==> src/rtl/hdlc_bitstuff_tx.sv <==
// HDLC-style serial framer: flag-wrapped frames, zero insertion after five data 1s,
// and abort (eight 1s) on request or input underrun. One line bit per clock.
module hdlc_bitstuff_tx (
  input  logic       clk,
  input  logic       resetn,
  input  logic [7:0] in_data,
  input  logic       in_valid,
  input  logic       in_last,
  output logic       in_ready,
  input  logic       abort,
  output logic       tx_bit,
  output logic       tx_flag,
  output logic       tx_stuff,
  output logic       busy
);

  typedef enum logic [1:0] {StFlag, StData, StAbort} state_e;

  localparam logic [7:0] FlagPat = 8'b0111_1110;

  state_e     r_state;
  logic [2:0] r_bitcnt;
  logic [2:0] r_ones;
  logic [7:0] r_shift;
  logic       r_last;
  logic       r_stuff;
  logic       r_tx_bit;
  logic       r_tx_flag;
  logic       r_tx_stuff;
  logic       r_busy;

  state_e     w_state_d;
  logic [2:0] w_bitcnt_d;
  logic [2:0] w_ones_d;
  logic [7:0] w_shift_d;
  logic       w_last_d;
  logic       w_stuff_d;
  logic       w_tx_bit_d;
  logic       w_tx_flag_d;
  logic       w_tx_stuff_d;
  logic       w_busy_d;

  logic       w_data_bit;
  logic [2:0] w_ones_inc;
  logic       w_stuff_req;
  logic       w_boundary;
  logic       w_accept;

  assign w_data_bit  = r_shift[0];
  assign w_ones_inc  = w_data_bit ? (r_ones + 3'd1) : 3'd0;
  // Current data bit is the fifth consecutive 1: a stuff 0 follows it.
  assign w_stuff_req = !r_stuff && w_data_bit && (r_ones == 3'd4);
  // Bit 7 closes the byte unless it triggers a stuff, in which case the stuff cycle does.
  assign w_boundary  = (r_bitcnt == 3'd7) && (r_stuff || !w_stuff_req);

  always_comb begin
    in_ready = 1'b0;
    unique case (r_state)
      StFlag:  in_ready = (r_bitcnt == 3'd7);
      StData:  in_ready = w_boundary && !r_last && !abort;
      default: in_ready = 1'b0;
    endcase
  end

  assign w_accept = in_valid && in_ready;

  always_comb begin
    w_state_d  = r_state;
    w_bitcnt_d = r_bitcnt;
    w_ones_d   = r_ones;
    w_shift_d  = r_shift;
    w_last_d   = r_last;
    w_stuff_d  = 1'b0;
    unique case (r_state)
      StFlag: begin
        w_ones_d   = 3'd0;
        w_bitcnt_d = r_bitcnt + 3'd1;
        if (w_accept) begin
          w_state_d = StData;
          w_shift_d = in_data;
          w_last_d  = in_last;
        end
      end
      StData: begin
        if (abort) begin
          w_state_d  = StAbort;
          w_bitcnt_d = 3'd0;
          w_ones_d   = 3'd0;
        end else if (w_stuff_req) begin
          // Hold bitcnt/shift; the stuff cycle performs the advance.
          w_stuff_d = 1'b1;
          w_ones_d  = 3'd0;
        end else begin
          w_ones_d = r_stuff ? 3'd0 : w_ones_inc;
          if (r_bitcnt == 3'd7) begin
            w_bitcnt_d = 3'd0;
            if (r_last) begin
              w_state_d = StFlag;
              w_ones_d  = 3'd0;
            end else if (in_valid) begin
              w_shift_d = in_data;
              w_last_d  = in_last;
            end else begin
              w_state_d = StAbort;
              w_ones_d  = 3'd0;
            end
          end else begin
            w_bitcnt_d = r_bitcnt + 3'd1;
            w_shift_d  = {1'b0, r_shift[7:1]};
          end
        end
      end
      StAbort: begin
        w_ones_d   = 3'd0;
        w_bitcnt_d = r_bitcnt + 3'd1;
        if (r_bitcnt == 3'd7) begin
          w_state_d = StFlag;
        end
      end
      default: begin
        w_state_d  = StFlag;
        w_bitcnt_d = 3'd0;
        w_ones_d   = 3'd0;
      end
    endcase
  end

  always_comb begin
    w_tx_bit_d   = 1'b0;
    w_tx_flag_d  = 1'b0;
    w_tx_stuff_d = 1'b0;
    w_busy_d     = 1'b0;
    unique case (w_state_d)
      StFlag: begin
        w_tx_bit_d  = FlagPat[w_bitcnt_d];
        w_tx_flag_d = 1'b1;
      end
      StData: begin
        w_tx_bit_d   = w_stuff_d ? 1'b0 : w_shift_d[0];
        w_tx_stuff_d = w_stuff_d;
        w_busy_d     = 1'b1;
      end
      StAbort: begin
        w_tx_bit_d = 1'b1;
        w_busy_d   = 1'b1;
      end
      default: begin
        w_tx_flag_d = 1'b1;
      end
    endcase
  end

  always_ff @(posedge clk or negedge resetn) begin
    if (!resetn) begin
      r_state    <= StFlag;
      r_bitcnt   <= 3'd0;
      r_ones     <= 3'd0;
      r_shift    <= 8'd0;
      r_last     <= 1'b0;
      r_stuff    <= 1'b0;
      r_tx_bit   <= 1'b0;
      r_tx_flag  <= 1'b1;
      r_tx_stuff <= 1'b0;
      r_busy     <= 1'b0;
    end else begin
      r_state    <= w_state_d;
      r_bitcnt   <= w_bitcnt_d;
      r_ones     <= w_ones_d;
      r_shift    <= w_shift_d;
      r_last     <= w_last_d;
      r_stuff    <= w_stuff_d;
      r_tx_bit   <= w_tx_bit_d;
      r_tx_flag  <= w_tx_flag_d;
      r_tx_stuff <= w_tx_stuff_d;
      r_busy     <= w_busy_d;
    end
  end

  assign tx_bit   = r_tx_bit;
  assign tx_flag  = r_tx_flag;
  assign tx_stuff = r_tx_stuff;
  assign busy     = r_busy;

endmodule

==> config.mk <==
export PLATFORM = sky130hd
export DESIGN_NAME = hdlc_bitstuff_tx
export DESIGN_NICKNAME = d
export VERILOG_FILES = /design/src/rtl/hdlc_bitstuff_tx.sv
export SDC_FILE = /design/constraint.sdc
export NUM_CORES = 1
export LEC_CHECK = 0
export ABC_AREA = 1
export ABC_CLOCK_PERIOD_IN_PS = 4900
export BUFFER_PORTS_ARGS = -buffer_cell sky130_fd_sc_hd__clkbuf_2
export CAP_MARGIN = 20
export CORE_MARGIN = 4
export CORE_UTILIZATION = 59
export CTS_CLUSTER_DIAMETER = 50
export DETAILED_ROUTE_END_ITERATION = 8
export PLACE_DENSITY = 0.82
export SLEW_MARGIN = 10
export SYNTH_ARGS = -nofsm -noshare
export SYNTH_HDL_FRONTEND = slang
export SYNTH_SLANG_ARGS = --single-unit
==> constraint.sdc <==
create_clock -name clk -period 4.9 [get_ports clk]
set_clock_uncertainty 0.2 [all_clocks]
set_input_delay 0.245 -clock clk [delete_from_list [all_inputs] [get_ports clk]]
set_output_delay 0.245 -clock clk [all_outputs]
set_load 0.02 [all_outputs]
* After elaboration in Yosys (flattened, before gate mapping)
Memory sizes are Yosys's and may differ from the RTL's.
Index checks and enable logic that the tools add are counted.
** Storage, ports and cells
- Register bits after elaboration :: 22
- ROM bits :: 8
- Input bits :: 13
- Memories :: 1
** Cells by class
- $add $sub $neg :: 2
- Magnitude comparators :: 1
- Equal/unequal tests :: 12
- Multiplexer cells :: 44
- Reduce and logical (&&, ||, !) cells :: 18
** Memories
- (no name shown) :: words 8, width 1, read ports 1, clocked after Yosys merged registers in 0, write ports 0, RTL line 135 : w_tx_bit_d = FlagPat[w_bitcnt_d];
** Operator list (count)
- 2-to-1 mux 8 bit :: 6
- 2-to-1 mux 3 bit :: 11
- case mux 8 bit (2 select lines) :: 1
- 2-to-1 mux 1 bit :: 14
- 2-to-1 mux 2 bit :: 7
- inequality test 2 bit, second input constant :: 4
- adder 3 x 1 -> 3 bit, second input constant :: 2
- equality test 3 bit, second input constant :: 2
- logical AND 1 bit :: 6
- inequality test 3 bit, second input constant :: 2
- case mux 2 bit (3 select lines) :: 1
- case mux 3 bit (2 select lines) :: 1
- AND reduction 6 bit :: 1
- AND reduction 5 bit :: 1
- equality test 2 x 1 -> 1 bit, second input constant :: 2
- equality test 2 bit, second input constant :: 2
- zero test 1 bit :: 4
- zero test 2 bit :: 2
- < comparator 3 x 4 -> 1 bit, second input constant :: 1
- case mux 1 bit (2 select lines) :: 2
- OR reduction 2 bit :: 2
- case mux 1 bit (3 select lines) :: 1
- nonzero test 2 bit :: 1
- logical OR 1 bit :: 1

* Logic depth before layout (Yosys ltp)
Gate-level depths: netlist of run 1.
- Depth after elaboration :: 15
- Gate-level depth with buffers :: 15
- Depth with buffers taken out :: 15

* Worst setup path before layout of run 1
Ideal clock, no wire load.
- Path type :: register -> register
- Start :: register r_bitcnt[0]
- End :: register r_tx_bit, in the netlist tx_bit
- Setup time :: 0.124 ns
- Arrival :: 2.006 ns
- Data required time :: 4.576 ns
- Path slack :: 2.570 ns
- Stages on the path, launching flop included :: 13
- Path buffers :: 0
- Period minus slack after synthesis :: 2.330 ns
- Path through :: dfrtp_1 -> ha_1 -> ha_1 -> inv_1 -> a21oi_1 -> nor2_1 -> nor3_1 -> inv_1 -> ha_1 -> nand2_1 -> inv_1 -> a21oi_1 -> a21oi_1
** On the way
- Cells in the longest elaborated chain, start to end :: 10
** RTL lines
- start: declaration :: RTL line 22 : logic [2:0] r_bitcnt;
- start signal: assignment :: RTL line 167 : r_bitcnt <= w_bitcnt_d;
- equality test 3 bit *
- logical AND 1 bit :: RTL line 54 : assign w_boundary = (r_bitcnt == 3'd7) && (r_stuff || !w_stuff_req);
- logical AND 1 bit (2 in series) :: RTL line 60 : StData: in_ready = w_boundary && !r_last && !abort;
- case mux 1 bit (2 select lines) :: RTL line 58 : unique case (r_state)
- logical AND 1 bit :: RTL line 65 : assign w_accept = in_valid && in_ready;
- 2-to-1 mux 2 bit :: RTL line 78 : if (w_accept) begin
- case mux 2 bit (3 select lines) * :: RTL line 74 : unique case (r_state)
- via w_state_d[0] :: RTL line 32 : state_e w_state_d;
- equality test 2 bit, or another cell as far along :: RTL line 133 : unique case (w_state_d)
- case mux 1 bit (3 select lines) * :: RTL line 133
- via w_tx_bit_d :: RTL line 38 : logic w_tx_bit_d;
- end signal: assignment :: RTL line 172 : r_tx_bit <= w_tx_bit_d;
- end: declaration :: RTL line 27 : logic r_tx_bit;
The timed path passes the listed nets; every way through them passes the cells marked *. The select of a mux whose other input is x is not followed.
A chain may end at the register's enable or synchronous reset.

* Worst setup path after layout of run 1
Same ends and word-level chain as after synthesis.

==> impl_metrics.csv, run 1 <==
group,metric,value,unit
timing,slew_headroom,0.5956,
synthesis,async_flop_share,1.000,
clocking,clock_latency,0.31,ns
global_routing,grt_pass1_wl,4.567,mm
timing,fmax,375.8,MHz
critical_path,cp-end-kind,"flop",
critical_path,crit_fanout,6,
finish,syn2layout_area_growth,21.11,%
clocking,root_buffer,"clkbuf_4",
floorplan,rows,16,
place,placed_area,1329,sq um
floorplan,die_x,53.38,um
synthesis,synthCells,146,
timing,hold_violations,0,
outcome,status,"complete, no violations",
finish,antennaDiodeCount,0,
global_routing,grt_max_degree,23,
place,dpl.hpwl,2.012,mm
critical_path,cp.arrival,2.67,ns
finish,fin_util,0.7500,
floorplan,dieArea,2849,sq um
clocking,numCtsBuffers,3,
global_routing,antenna_found_initial,0,
pwr,p_leak,0.7773,nW
timing,slew_violations,0,
route,vias_per_cell,5.337,
route,drt_iter0_drc,31,
route,antenna_left,0,
synthesis,ys.flop_type,"dfrtp_1",
critical_path,required,4.91,ns
critical_path,worst_setup_path_start_kind,"flop",
place,globalplace.congestion,0.8862,
synthesis,synth_seq_cells,22,
finish,layout-drive-gt1-share,0.1943,
global_routing,grt_overflow,0,
timing,hold_ws,0.01372,ns
synthesis,ys_seq_area_frac,0.4542,
finish,fillers,160,
clocking,clockBufferDepth,2,
flow_run,cap_viol_max_count,0,
critical_path,critPathKind,"reg2reg",
global_routing,grt.total_usage,0.2270,
route,num_vias,1078,
finish,layout.nets,197,
global_routing,grt_pass1_vias,1078,
floorplan,die_y,53.38,um
timing,finalCriticalPeriod,2.661,ns
timing,fin_crit_sh,0.5430,
pwr,power_density,522.2,nW/um^2
place,port_buffers,17,
synthesis,syn_nets,167,
floorplan,io_pins,18,
route,post_drt_wl_per_cell,13.60,um
synthesis,synth_top_area_share,0.4325,
timing,rsz0062_at_grt,"false",
pwr,power,0.7684,mW
floorplan,core_area,1962,sq um
synthesis,synth_edf_count,0,
synthesis,syn_area_per_cell,8.321,sq um
clocking,clk_pin_slew_worst_paths,0.13,ns
synthesis,yosys.area.top_type,"dfrtp_1",
timing,fin_setup_tns,0,ns
route,route.detailed.drc,0,
synthesis,mappedNetlistArea,1215,sq um
clocking,clock-sinks,22,
synthesis,yosysWarnings,0,
synthesis,synth_area_leaders,"dfrtp_1 (43%), nand3_1 (11%), ha_1 (8.2%)",
clocking,cts_max_level,1,
timing,final-setup-viol-count,0,
route,dr.pass1.iters,4,
hold_path,hp-class,"in2reg",
synthesis,netlist_top_cells_count,"nand2_1 (26), nand3_1 (26), inv_1 (23)",
floorplan,start_util,0.6193,
finish,final_area,1471,sq um
synthesis,ys_types,25,
route,routed_wl,2.747,mm
timing,tightestPinTransition,0.6030,ns
pwr,peakVddDrop,0.3512,mV
clocking,cts_tree,"built",
==> power by group <==
part           total (mW)  internal [mW]  switching, mW
combinational       0.337          0.128          0.209
clock               0.139         0.0826         0.0567
sequential          0.292          0.248         0.0441
total               0.768          0.458          0.310
==> stage by stage <==
stage / setup WS, ns / cells
2_1_floorplan: 2.570 / 146
3_3_place_gp: 2.429 / 189
3_5_place_dp: 2.290 / 189
4_1_cts: 2.277 / 202
5_1_grt: 1.972 / 202
6_report: 2.239 / 202
==> per-layer routing <==
metal / GRT usage / share of wire
met1: 0.2513 / 0.42
met2: 0.4020 / 0.51
met3: 0.04789 / 0.042
met4: 0.1149 / 0.030
met5: 0 / 0
==> final timing paths <==
path	to	slack, ns	depth (start not counted)	from
worst max-delay path	tx_bit	2.24	12	r_bitcnt[0]
worst min-delay path	r_shift[0]	0.01	3	in_data[0]
worst max register to register	tx_bit	2.24	12	r_bitcnt[0]
worst min register to register	r_ones[0]	0.27	1	r_ones[0]
max in group asynchronous	tx_flag	3.91	2	resetn
min in group asynchronous	r_last	0.23	2	resetn
==> layout make-up <==
class,count,area [sq um],area share
inverter,24,90.09,0.06122
sequential,22,551.8,0.3750
tap,27,33.78,0.02296
multi-input combinational,99,568.0,0.3861
clock inverter,1,30.03,0.02041
timing repair buffer,26,175.2,0.1190
clock buffer,3,22.52,0.01531
==> repair_timing <==
action	CTS	global route
endpoints found under the setup margin	0	0
setup buffers	0	0
gates resized for setup	0	0
hold buffers	9	0
endpoints found under the hold margin	29	0
==> cell families (layout without fill, tap and decap cells) <==
logic type,count (synthesis),count (layout),synth area share
and+or+nand+nor,80,80,0.3265
adders and majority gates,8,8,0.08239
xor gates and xnor gates,1,1,0.007210
DFF,22,22,0.4542
buffers and inverters,25,54,0.07826
AOI/OAI and AO/OA,10,10,0.05150
==> worst max-delay path, stage by stage (launching register included) <==
cell	delay, ns
dfrtp_1	0.40
ha_1	0.16
ha_1	0.25
inv_1	0.15
a21oi_1	0.23
nor2_1	0.09
nor3_1	0.36
inv_1	0.14
ha_1	0.23
nand2_1	0.06
inv_1	0.03
a21oi_1	0.14
a21oi_1	0.08
==> state kept, by name, summed over array words and instances, names as in the netlist <==
register and count:
tx_stuff 1, r_stuff 1, r_ones 3, r_state 2
busy 1, r_last 1, r_bitcnt 3, tx_bit 1
r_shift 8, tx_flag 1
==> cell usage in the layout (no fill, tap or decap) <==
| cell | n |
|---|---|
| inv_2 | 1 |
| o31ai_2 | 1 |
| nand2_4 | 1 |
| ha_1 | 8 |
| nor2_2 | 2 |
| nand2_1 | 26 |
| or2_2 | 1 |
| nor2_8 | 1 |
| xnor2_1 | 1 |
| clkbuf_4 | 3 |
| a31oi_1 | 1 |
| clkbuf_2 | 17 |
| nor4_1 | 1 |
| nor2_1 | 14 |
| a211oi_1 | 1 |
| nand3_1 | 26 |
| bufinv_16 | 1 |
| a21oi_1 | 4 |
| inv_1 | 23 |
| dfstp_2 | 1 |
| nand4_1 | 2 |
| dlygate4sd3_1 | 9 |
| nor3_1 | 1 |
| nand2_2 | 4 |
| o22ai_1 | 1 |
| nand3_4 | 1 |
| o21ai_0 | 2 |
| dfrtp_1 | 21 |
No activity file was read; power rests on OpenSTA's default activity.
==> run 2: changes to the inputs <==
--- a/config.mk
+++ b/config.mk
@@ -5,15 +5,15 @@
 export SDC_FILE = /design/constraint.sdc
 export NUM_CORES = 1
 export LEC_CHECK = 0
-export ABC_AREA = 1
-export ABC_CLOCK_PERIOD_IN_PS = 4900
+export ABC_AREA = 0
+export ABC_CLOCK_PERIOD_IN_PS = 2560
 export BUFFER_PORTS_ARGS = -buffer_cell sky130_fd_sc_hd__clkbuf_2
 export CAP_MARGIN = 20
 export CORE_MARGIN = 4
-export CORE_UTILIZATION = 59
+export CORE_UTILIZATION = 55
 export CTS_CLUSTER_DIAMETER = 50
 export DETAILED_ROUTE_END_ITERATION = 8
-export PLACE_DENSITY = 0.82
+export PLACE_DENSITY = 0.77
 export SLEW_MARGIN = 10
 export SYNTH_ARGS = -nofsm -noshare
 export SYNTH_HDL_FRONTEND = slang
==> constraint.sdc (replaced) <==
create_clock -name clk -period 2.56 [get_ports clk]
set_clock_uncertainty 0.2 [all_clocks]
set_input_delay 0.128 -clock clk [delete_from_list [all_inputs] [get_ports clk]]
set_output_delay 0.128 -clock clk [all_outputs]
set_load 0.02 [all_outputs]
==> impl_metrics.csv, run 2 <==
group,metric,value,unit
outcome,status,"complete, no violations",
finish,multi_input_area,678.2,sq um
floorplan,start_util,0.5728,
critical_path,cp-end-kind,"flop",
timing,final-setup-viol-count,0,
finish,fillers,151,
synthesis,ys.flop_type,"dfrtp_1",
timing,fin_setup_tns,0,ns
route,routed_wl,2.608,mm
synthesis,ys_types,42,
timing,slew_violations,0,
place,placed_area,1386,sq um
critical_path,crit_chain,"inv_1 -> ha_2 -> nand4b_1 -> a31oi_2 -> nor3b_2 -> a21oi_2 -> buf_4 -> buf_4 -> inv_2 -> ha_1 -> nor3_2 -> or3_4 -> o41ai_2",
clocking,clock-sinks,22,
route,vias_per_cell,5.817,
clocking,clockBufferDepth,2,
flow_run,cap_viol_max_count,0,
place,port_buffers,17,
synthesis,synth_most_common_cell,"dfrtp_1",
timing,tightestPinTransition,0.6060,ns
pwr,power_density,949.3,nW/um^2
critical_path,worst_setup_path_start_kind,"flop",
synthesis,synth_top_area_share,0.4187,
finish,layout_commonest_cell,"dfrtp_1",
timing,setup_ws,0.1403,ns
route,num_vias,1018,
synthesis,synth-xor-area-share,0.006979,
synthesis,synthCells,112,
finish,antennaDiodeCount,0,
critical_path,cp.arrival,2.44,ns
floorplan,dieArea,3110,sq um
timing,hold_ws,0.09949,ns
place,globalplace.congestion,0.9340,
finish,syn2layout_area_growth,29.01,%
finish,fin_util,0.7390,
synthesis,syn_area_per_cell,11.20,sq um
timing,fin_crit_sh,0.9452,
critical_path,required,2.58,ns
synthesis,synth_compound_area_frac,0.2173,
floorplan,die_y,55.77,um
synthesis,synth_area_leaders,"dfrtp_1 (42%), ha_1 (8.0%), a22o_1 (4.9%)",
finish,top_register,"r_shift",
timing,fmax,413.3,MHz
timing,hold_violations,0,
place,place_inst,158,
floorplan,core_area,2191,sq um
route,post_drt_wl_per_cell,14.90,um
clocking,cts_tree,"built",
critical_path,critPathKind,"reg2reg",
critical_path,cpMaxStageDelayCell,"dfrtp_1",
global_routing,grt.total_usage,0.1768,
synthesis,synth_top_family_by_area,"compound AO/OA/AOI/OAI gates",
finish,layout.nets,169,
place,dp_slack,-0.03596,ns
floorplan,die_x,55.77,um
synthesis,yosys.area.top_type,"dfrtp_1",
finish,register_area,551.8,sq um
finish,reg_top3,"r_shift: 8 flops, r_bitcnt: 3 flops, r_ones: 3 flops",
clocking,numCtsBuffers,3,
global_routing,grt_pass1_vias,993,
timing,finalCriticalPeriod,2.420,ns
critical_path,crit_family,"simple AND/OR/NAND/NOR gates",
synthesis,mappedNetlistArea,1255,sq um
route,route.detailed.drc,0,
global_routing,antenna_found_initial,0,
floorplan,io_pins,18,
synthesis,syn_nets,133,
critical_path,path_buf_inv,4,
place,dpl.hpwl,1.830,mm
synthesis,async_flop_share,1.000,
pwr,power,1.537,mW
route,dr.pass1.iters,4,
synthesis,synth_mux_area_frac,0.02094,
finish,largest_reg_flops,8,
floorplan,rows,17,
synthesis,synth_seq_cells,22,
critical_path,critPathMaxStageDelay,0.38,ns
global_routing,grt_max_degree,23,
clocking,clk_pin_slew_worst_paths,0.12,ns
synthesis,synth-simple-area-share,0.1695,
global_routing,grt_overflow,0,
finish,fin_cells,175,
synthesis,synth_edf_count,0,
synthesis,netlist_top_cells_count,"dfrtp_1 (21), ha_1 (8), inv_1 (8)",
global_routing,grt_pass1_wl,4.422,mm
route,antenna_left,0,
synthesis,synth_fa_ha_area_frac,0.07976,
critical_path,crit_fanout,3,
pwr,p_leak,0.7885,nW
synthesis,ys_seq_area_frac,0.4397,
pwr,peakVddDrop,0.7487,mV
clocking,clock_latency,0.32,ns
hold_path,hp-class,"in2async",
route,drt_iter0_drc,25,
timing,slew_headroom,0.5926,
critical_path,path_common_cell,"buf_4",
finish,final_cell_mix,"dfrtp_1 (21), clkbuf_2 (17), buf_4 (11)",
finish,layout-drive-gt1-share,0.3878,
synthesis,yosysWarnings,0,
clocking,root_buffer,"clkbuf_4",
finish,final_area,1619,sq um
clocking,cts_max_level,1,
-- run 2: cell count changes after synthesis, moves of 4 or more --
cell     delta
inv_1      -15
a22o_1      +7
nand2_2     -4
nand2_1    -26
a21o_1      +6
nand3_1    -25
nor2_1      -7
-- run 2: metal layers --
| metal | GRT usage | up-vias | wire length (um) |
|---|---|---|---|
| li1 | - | 483 | - |
| met1 | 0.2279 | 503 | 1196 |
| met2 | 0.2753 | 28 | 1241 |
| met3 | 0.07425 | 4 | 147 |
| met4 | 0.04167 | 0 | 23 |
| met5 | 0 | - | 0 |
-- run 2: final timing paths --
| kind | from | endpoint | slack [ns] | cells after the start |
|---|---|---|---|---|
| min in group clk | in_valid | r_last | 0.11 | 5 |
| setup / recovery | r_ones[0] | tx_bit | 0.14 | 13 |
| hold / removal | resetn | r_shift[0] | 0.1 | 2 |
| max in group asynchronous | resetn | tx_flag | 1.69 | 2 |
| setup reg to reg | r_ones[0] | tx_bit | 0.14 | 13 |
| hold reg to reg | r_ones[0] | r_ones[0] | 0.26 | 1 |
-- run 2: worst register-to-register path: cells and delay by family, from the launching register on --
family                     cells  cell delay, ns
AOI/OAI and AO/OA              3            0.25
and+or+nand+nor                4            0.79
buffers and inverters          4            0.37
DFF                            1            0.38
adders and majority gates      2            0.35
-- run 2: cell families after synthesis --
group / after synthesis
adders and majority gates: 8
AOI/OAI and AO/OA: 33
and+or+nand+nor: 30
xor gates and xnor gates: 1
DFF: 22
buffers and inverters: 16
muxes: 2
-- run 2: cell type report --
cell class                      instances  area share
Clock buffer                            3     0.01391
Clock inverter                          1     0.01855
Inverter                                9     0.02087
Multi-Input combinational cell         74      0.4189
Sequential cell                        22      0.3408
Tap cell                               28     0.02164
Timing Repair Buffer                   38      0.1654
-- run 2: what timing repair did --
action	CTS	global route
endpoints found under the hold margin	31	0
endpoints found under the setup margin	1	1
buffers inserted	0	3
hold buffers	10	0
pin swaps	1	4
resized for setup	2	11
-- run 2: power by group --
group / internal (mW) / switching, mW / total (mW)
Clock: 0.158 / 0.110 / 0.269
Combinational: 0.368 / 0.331 / 0.699
Sequential: 0.470 / 0.0991 / 0.569
Total: 0.996 / 0.541 / 1.54
==> run 3: changes to the inputs <==
--- a/config.mk
+++ b/config.mk
@@ -6,7 +6,7 @@
 export NUM_CORES = 1
 export LEC_CHECK = 0
 export ABC_AREA = 0
-export ABC_CLOCK_PERIOD_IN_PS = 2560
+export ABC_CLOCK_PERIOD_IN_PS = 2500
 export BUFFER_PORTS_ARGS = -buffer_cell sky130_fd_sc_hd__clkbuf_2
 export CAP_MARGIN = 20
 export CORE_MARGIN = 4
==> constraint.sdc (replaced) <==
create_clock -name clk -period 2.5 [get_ports clk]
set_clock_uncertainty 0.2 [all_clocks]
set_input_delay 0.5 -clock clk [delete_from_list [all_inputs] [get_ports clk]]
set_output_delay 0.5 -clock clk [all_outputs]
set_load 0.02 [all_outputs]
==> impl_metrics.csv, run 3 (same netlist as run 2, synthesis figures left out) <==
group,metric,value,unit
outcome,status,"complete, no violations",
place,dpl.hpwl,2.054,mm
pwr,peakVddDrop,0.6294,mV
route,antenna_left,0,
critical_path,worst_setup_path_start_kind,"flop",
place,port_buffers,17,
timing,final-setup-viol-count,0,
place,place_inst,159,
clocking,clock_latency,0.31,ns
finish,antennaDiodeCount,0,
floorplan,io_pins,18,
route,num_vias,1008,
floorplan,die_y,55.77,um
global_routing,met2_usage,0.3209,
finish,final_area,1503,sq um
timing,fin_setup_tns,0,ns
pwr,power_density,968.4,nW/um^2
global_routing,grt_pass1_wl,4.747,mm
finish,layout.nets,163,
finish,final_cell_mix,"dfrtp_1 (21), clkbuf_2 (16), buf_4 (15)",
clocking,clk_pin_slew_worst_paths,0.12,ns
finish,reg_top3,"r_shift: 8 flops, r_bitcnt: 3 flops, r_ones: 3 flops",
critical_path,cp-end-kind,"flop",
finish,multi_input_area,643.1,sq um
route,drt_iter0_drc,25,
global_routing,grt_util_met1,0.2307,
timing,slew_violations,0,
route,vias_per_cell,5.964,
timing,fmax,408.3,MHz
timing,hold_ws,0.2084,ns
timing,hold_violations,0,
place,globalplace.congestion,0.8468,
global_routing,antenna_found_initial,0,
finish,fin_util,0.6859,
place,placed_area,1394,sq um
floorplan,rows,17,
route,dr.pass1.iters,4,
clocking,root_buffer,"clkbuf_4",
timing,tightestPinTransition,0.6061,ns
critical_path,cp.arrival,2.46,ns
global_routing,top_usage_layer,"met2",
flow_run,cap_viol_max_count,0,
floorplan,core_area,2191,sq um
route,post_drt_wl_per_cell,16.30,um
critical_path,reg2reg_slack,0.05,ns
global_routing,grt.total_usage,0.1915,
finish,top_register,"r_shift",
finish,layout_commonest_cell,"dfrtp_1",
global_routing,grt_max_degree,23,
finish,largest_reg_flops,8,
global_routing,grt_use_met3,0.03712,
pwr,p_leak,0.7522,nW
finish,fillers,159,
route,routed_wl,2.755,mm
finish,syn2layout_area_growth,19.74,%
floorplan,start_util,0.5728,
timing,finalCriticalPeriod,2.449,ns
clocking,cts_max_level,1,
timing,fin_crit_sh,0.9796,
clocking,cts_tree,"built",
clocking,clock-sinks,22,
critical_path,critPathKind,"reg2reg",
hold_path,hp-class,"in2reg",
finish,layout-drive-gt1-share,0.4043,
floorplan,die_x,55.77,um
finish,register_area,551.8,sq um
timing,rsz0062_at_grt,"true",
critical_path,required,2.51,ns
global_routing,grt_pass1_vias,1073,
global_routing,grt_overflow,0,
clocking,clockBufferDepth,2,
route,route.detailed.drc,0,
floorplan,dieArea,3110,sq um
timing,slew_headroom,0.5926,
critical_path,crit_fanout,4,
clocking,numCtsBuffers,3,
finish,fin_cells,169,
[run 3: layout make-up]
type | instances | share of cell area
Timing Repair Buffer | 32 | 0.1349
Clock buffer | 4 | 0.02415
Tap cell | 28 | 0.02331
Inverter | 9 | 0.02248
Sequential cell | 22 | 0.3672
Multi-Input combinational cell | 74 | 0.4280
[run 3: stage by stage]
stage,worst slack [ns],power (mW)
floorplan,0.06691,1.036
global placement,0.09070,1.179
detailed placement,-0.006325,1.219
CTS,0.005557,1.442
global route,-0.07726,1.568
finish,0.05092,1.455
[run 3: final timing paths]
check,depth (start not counted),start,end
worst min-delay path,2,in_data[7],r_shift[7]
worst min register to register,1,r_shift[5],r_shift[5]
worst max register to register,11,r_bitcnt[0],tx_bit
worst max-delay path,11,r_bitcnt[0],tx_bit
max in group asynchronous,2,resetn,tx_flag
min in group asynchronous,2,resetn,r_shift[2]
[run 3: timing repair]
item	4_1_cts	5_1_grt
hold buffers	1	0
gates resized for setup	6	5
setup buffers	4	1
endpoints found under the hold margin	21	0
setup endpoints to repair	2	2
pin swaps	2	0
[run 3: report_power, final]
group / internal [mW] / leakage, nW / switching (mW)
Combinational: 0.344 / 0.451 / 0.330
Clock: 0.0890 / 0.0210 / 0.105
Sequential: 0.481 / 0.281 / 0.106
Total: 0.914 / 0.752 / 0.541
[run 3: worst max-delay path: stages (launching register included)]
cell,delay (ns)
dfrtp_1,0.40
ha_1,0.21
ha_2,0.20
a31oi_2,0.20
nor3b_1,0.09
a21oi_2,0.16
ha_2,0.22
o21ai_0,0.09
nor2_1,0.11
a221oi_1,0.08
or3_1,0.34
o41ai_2,0.06
[run 3: metal layers]
metal  part of all wire  up-vias
met5                  0        -
met4              0.016        0
met3              0.049        4
met2               0.50       34
met1               0.43      501
li1                   -      469
